### src/rtl/uart_tx.sv
// UART 8N1 transmitter: start bit, 8 data bits LSB first, stop bit.
// All outputs are registered; the line idles high.
module uart_tx #(
  parameter int c_CYCLES_PER_SECOND = 50000000,
  parameter int c_BAUD_RATE         = 115200,
  parameter int c_CYCLES_PER_BIT    = c_CYCLES_PER_SECOND / c_BAUD_RATE
) (
  input  logic       i_CLK,
  input  logic       i_RST,
  input  logic       i_TX_DV,
  input  logic [7:0] i_TX_BYTE,
  output logic       o_TX_SERIAL,
  output logic       o_TX_ACTIVE,
  output logic       o_TX_DONE
);

  localparam int c_CNT_W = $clog2(c_CYCLES_PER_BIT);
  localparam logic [c_CNT_W-1:0] c_CNT_LAST = c_CNT_W'(c_CYCLES_PER_BIT - 1);

  localparam logic [2:0] s_IDLE  = 3'd0;
  localparam logic [2:0] s_START = 3'd1;
  localparam logic [2:0] s_DATA  = 3'd2;
  localparam logic [2:0] s_STOP  = 3'd3;

  logic [2:0]         state_r, state_s;
  logic [c_CNT_W-1:0] cnt_r, cnt_s;
  logic [2:0]         idx_r, idx_s;
  logic [2:0]         idx_nx_s;
  logic [7:0]         shift_r, shift_s;
  logic               serial_r, serial_s;
  logic               active_r, active_s;
  logic               done_r, done_s;
  logic               cnt_last_s;

  assign cnt_last_s = (cnt_r == c_CNT_LAST);
  assign idx_nx_s   = idx_r + 3'd1;

  // Next-state and next-output logic for the frame sequencer
  always_comb begin
    state_s  = state_r;
    cnt_s    = cnt_r;
    idx_s    = idx_r;
    shift_s  = shift_r;
    serial_s = serial_r;
    active_s = active_r;
    done_s   = 1'b0;
    case (state_r)
      s_IDLE: begin
        serial_s = 1'b1;
        active_s = 1'b0;
        cnt_s    = '0;
        idx_s    = 3'd0;
        if (i_TX_DV) begin
          shift_s  = i_TX_BYTE;
          active_s = 1'b1;
          serial_s = 1'b0;
          state_s  = s_START;
        end else begin
          state_s  = s_IDLE;
        end
      end
      s_START: begin
        if (cnt_last_s) begin
          serial_s = shift_r[0];
          cnt_s    = '0;
          idx_s    = 3'd0;
          state_s  = s_DATA;
        end else begin
          cnt_s    = cnt_r + c_CNT_W'(1'b1);
        end
      end
      s_DATA: begin
        if (cnt_last_s) begin
          cnt_s = '0;
          if (idx_r == 3'd7) begin
            serial_s = 1'b1;
            state_s  = s_STOP;
          end else begin
            idx_s    = idx_nx_s;
            serial_s = shift_r[idx_nx_s];
          end
        end else begin
          cnt_s = cnt_r + c_CNT_W'(1'b1);
        end
      end
      s_STOP: begin
        if (cnt_last_s) begin
          cnt_s    = '0;
          active_s = 1'b0;
          done_s   = 1'b1;
          state_s  = s_IDLE;
        end else begin
          cnt_s    = cnt_r + c_CNT_W'(1'b1);
        end
      end
      default: begin
        // Corrupted state: park safely with the line high
        state_s  = s_IDLE;
        cnt_s    = '0;
        idx_s    = 3'd0;
        serial_s = 1'b1;
        active_s = 1'b0;
      end
    endcase
  end

  // State and output registers with asynchronous reset
  always_ff @(posedge i_CLK or posedge i_RST) begin
    if (i_RST) begin
      state_r  <= s_IDLE;
      cnt_r    <= '0;
      idx_r    <= 3'd0;
      shift_r  <= 8'h00;
      serial_r <= 1'b1;
      active_r <= 1'b0;
      done_r   <= 1'b0;
    end else begin
      state_r  <= state_s;
      cnt_r    <= cnt_s;
      idx_r    <= idx_s;
      shift_r  <= shift_s;
      serial_r <= serial_s;
      active_r <= active_s;
      done_r   <= done_s;
    end
  end

  assign o_TX_SERIAL = serial_r;
  assign o_TX_ACTIVE = active_r;
  assign o_TX_DONE   = done_r;

endmodule

### config.mk
export PLATFORM = sky130hd
export DESIGN_NAME = uart_tx
export DESIGN_NICKNAME = d
export VERILOG_FILES = /design/src/rtl/uart_tx.sv
export SDC_FILE = /design/constraint.sdc
export NUM_CORES = 1
export LEC_CHECK = 0
export CAP_MARGIN = 20
export CORE_MARGIN = 4
export CORE_UTILIZATION = 55
export DETAILED_ROUTE_END_ITERATION = 7
export PLACE_DENSITY_LB_ADDON = 0.08
export SETUP_SLACK_MARGIN = 0.05
export SYNTH_ARGS = -nofsm -noshare
export SYNTH_HDL_FRONTEND = slang
export SYNTH_SLANG_ARGS = --single-unit
### constraint.sdc
create_clock -name i_CLK -period 3.57 [get_ports i_CLK]
set_input_delay 0.714 -clock i_CLK [delete_from_list [all_inputs] [get_ports i_CLK]]
set_output_delay 0.714 -clock i_CLK [all_outputs]
set_load 0.02 [all_outputs]
==> summary.txt <==
Cells and area
  • Leading cell type in the layout, fill and taps excluded: dfrtp_1
  • Area Overhead vs Synth: 14.7%
  • Fin nets: ~150
  • Most frequent cells in the layout: dfrtp_1, nor2_1, clkdlybuf4s50_1
  • Layout cells sized above 1: between 15 and 20%
  • Final Non-Filler Cells: between 150 and 200
  • Cell area after layout: about 0.0015 mm²
  • # diodes: 0
  • Fin util: around 67%

Logic synthesis
  • Fraction of registers with async set/reset: 100%
  • Synthesized area per cell: 11.6 µm²
  • Post-synthesis sequential area ratio: approximately half
  • Syn Inst Count: ~110
  • Syn Nets: around 130
  • Post-synth top flop: dfrtp_1
  • Synthesized area: between 0.001 and 0.0015 mm²
  • FF+latch count, synth: 25
  • Synth cell types: 30
  • Syn. warnings: 0
  • Post-synth EDFFs: 0

Critical path
  • Worst reg2reg setup slack: ~1.5 ns
  • Launch point of the worst reg-to-reg path: idx_r[0]
  • Startpoint Class: register
  • CP max-delay cell: clkdlybuf4s50_1
  • Worst Setup End Kind: output pin
  • Ordered list of cells on the worst path: clkdlybuf4s50_1
  • R2R depth: 6
  • Data required time of the critical path: 2.86 ns
  • Crit Reg-Reg Endpoint: o_TX_SERIAL
  • Worst-path fanout max: 2
  • CP bufs+invs: 1
  • Critical path type: register to output pin
  • Slowest Stage Delay on Critical Path: 0.59 ns
  • Data arrival, critical path: around 1.5 ns
  • Cell family with most CP delay: buffers and inverters

Clocking
  • Post-CTS Setup Inserts: 0
  • Clock Path Buffers: 2
  • Worst-Skew Late Latency: 0.32 ns
  • CTS tree: done
  • CTS clock-pin slew for the worst setup and hold paths: 0.15 ns
  • CTS root buffer: clkbuf_4
  • CTS Buf Count: 3
  • H-tree levels: 1
  • Post-CTS sizing: 0
  • Hold_buf cts: 0
  • # clock sinks: 25

Die
  • Die ar.: between 0.003 and 0.004 mm²
  • Core Area: approximately 0.0022 mm²
  • Die Height: roughly 57 µm
  • FP Rows: 17
  • Ports: 14
  • Starting Density: roughly 60%
  • Chip width: 56.7 µm

STA
  • Normalized max-slew margin: between 30% and 40%
  • Unrepaired setup endpoints after global routing: false
  • Final hold viol count: 0
  • Final Cycle Share: 61.2%
  • Maximum clock frequency: ~460 MHz
  • Final worst slack: between 1 and 1.5 ns
  • Final setup viols: 0
  • Worst-margin pin slew: approximately 0.93 ns
  • Min Clock Period, post-route: 2.19 ns
  • Sum of negative setup slack: 0 ns
  • Clock Skew: 0.00385 ns
  • Fin. max-slew vios: 0

Power
  • LEAKAGE: approximately 0.68 nW
  • Power share of the sequential group: about 43%
  • PwrDens: 737 mW/mm²
  • Max VDD drop: between 0.0005 and 0.0006 V
  • Internal power: roughly 0.0007 W
  • Switching Share: between 30% and 40%
  • P_sw: approximately 0.00041 W
  • Clock power share: about 13%
  • Comb pwr share: approximately 45%

Route
  • DRT Wirelength: ~2.3 mm
  • ANT nets after route: 0
  • First drt pass iteration count: 6
  • Post-DR vias/cell: approximately 5.6
  • Via count: between 800 and 900
  • DRC: 0
  • Drt initial violations: 13
  • Wire per inst: 14.5 µm

Global route
  • Largest net degree at the start of global routing: 26
  • Total grt overflow: 0
  • First-pass GRT wire length: 3.88 mm
  • Initial antenna violation count: 0
  • Vias in the first global route: 858
  • GRT Util Overall: between 10% and 20%

Worst hold path
  • Hold path depth: 2
  • Worst hold start: o_TX_SERIAL
  • WHS Endpoint: o_TX_SERIAL
  • Hold/Removal Path Class: register to register

Placed design
  • GPL Wtd Cong: approximately 0.8
  • Port Buffers: 13
  • Placed insts: 152
  • Area after DPL: 0.00146 mm²
  • Setup WS pre-CTS: 1.47 ns
  • HPWL after DPL: between 1.5 and 2 mm

Status
  • Run status: finished, final reports clean

Run
  • Max cap viols: 0
[worst register-to-register path, cell delays in order (launching register included)]
cell and delay (ns):
dfrtp_1 0.47, ha_1 0.22, ha_1 0.34, mux4_1 0.56, mux2_4 0.28, o21ai_2 0.10
a22oi_1 0.08
[final cells by class]
| type | instances | area (µm²) |
|---|---|---|
| multi-input cells | 77 | 638 |
| repair buffers | 13 | 130 |
| fillers | 177 | 738 |
| clock buffers | 3 | 22.5 |
| inverters | 9 | 33.8 |
| flip-flops and latches | 25 | 627 |
| well taps | 28 | 35.0 |
| clock inverters | 1 | 8.76 |
[cells in the mapped netlist, drive strengths merged (4+ instances only)]
library cell	number	share of area (%)
inv	9	2.6
xnor2	6	4.0
mux2	11	9.8
a21oi	4	1.8
nand3	4	1.5
nand2	5	1.4
nor2	13	3.7
o31ai	6	3.5
ha	9	8.6
dfrtp	24	46
[flip-flops by register name (all words and copies together), names as in the netlist]
signal	flops
idx_r	3
shift_r	8
o_TX_ACTIVE	1
cnt_r	9
o_TX_DONE	1
state_r	2
o_TX_SERIAL	1
[power by group through the flow]
stage          Clock, W  Combinational, W  Sequential (W)
4_1_cts        0.000144          0.000498        0.000471
3_5_place_dp          0          0.000494        0.000478
2_1_floorplan         0          0.000387        0.000461
3_3_place_gp          0          0.000474        0.000471
5_1_grt        0.000161          0.000549        0.000487
6_report       0.000138          0.000492        0.000473
[cells by family (layout without fill, tap and decap cells)]
family          Yosys count  in the layout  share of synthesized area, %
mux                      14             14                          14.6
compound gates           14             14                          8.25
flops                    25             25                          48.1
fa+ha+maj                 9              9                          8.64
xor+xnor                  7              7                          4.70
buf+inv                  10             26                          2.97
simple gates             33             33                          12.8
[routing by layer]
metal / up-vias / wire length [µm] / track usage [%] / share of wire, %
li1: 427 / - / - / -
met2: 28 / 1040 / 25.6 / 46
met1: 413 / 1030 / 19.0 / 46
met4: 0 / 44 / 4.41 / 1.9
met5: - / 0 / 0 / 0
met3: 6 / 147 / 5.29 / 6.5
[per-stage QoR]
| step | power (W) | hold slack (ns) |
|---|---|---|
| finish | 0.00110 | 0.505 |
| detailed placement | 0.000973 | 0.490 |
| global route | 0.00120 | 0.548 |
| floorplan | 0.000848 | 0.470 |
| global placement | 0.000946 | 0.470 |
| CTS | 0.00111 | 0.516 |
[how the worst max path moves through the flow]
stage	from	end	slack (ns)	depth (start not counted)
floorplan	idx_r[0]	o_TX_SERIAL	1.60	6
CTS	o_TX_SERIAL	o_TX_SERIAL	1.36	1
global placement	idx_r[0]	o_TX_SERIAL	1.57	6
detailed placement	idx_r[0]	o_TX_SERIAL	1.47	6
finish	o_TX_SERIAL	o_TX_SERIAL	1.38	1
global route	o_TX_SERIAL	o_TX_SERIAL	1.33	1
No activity file was read; power rests on OpenSTA's default activity.
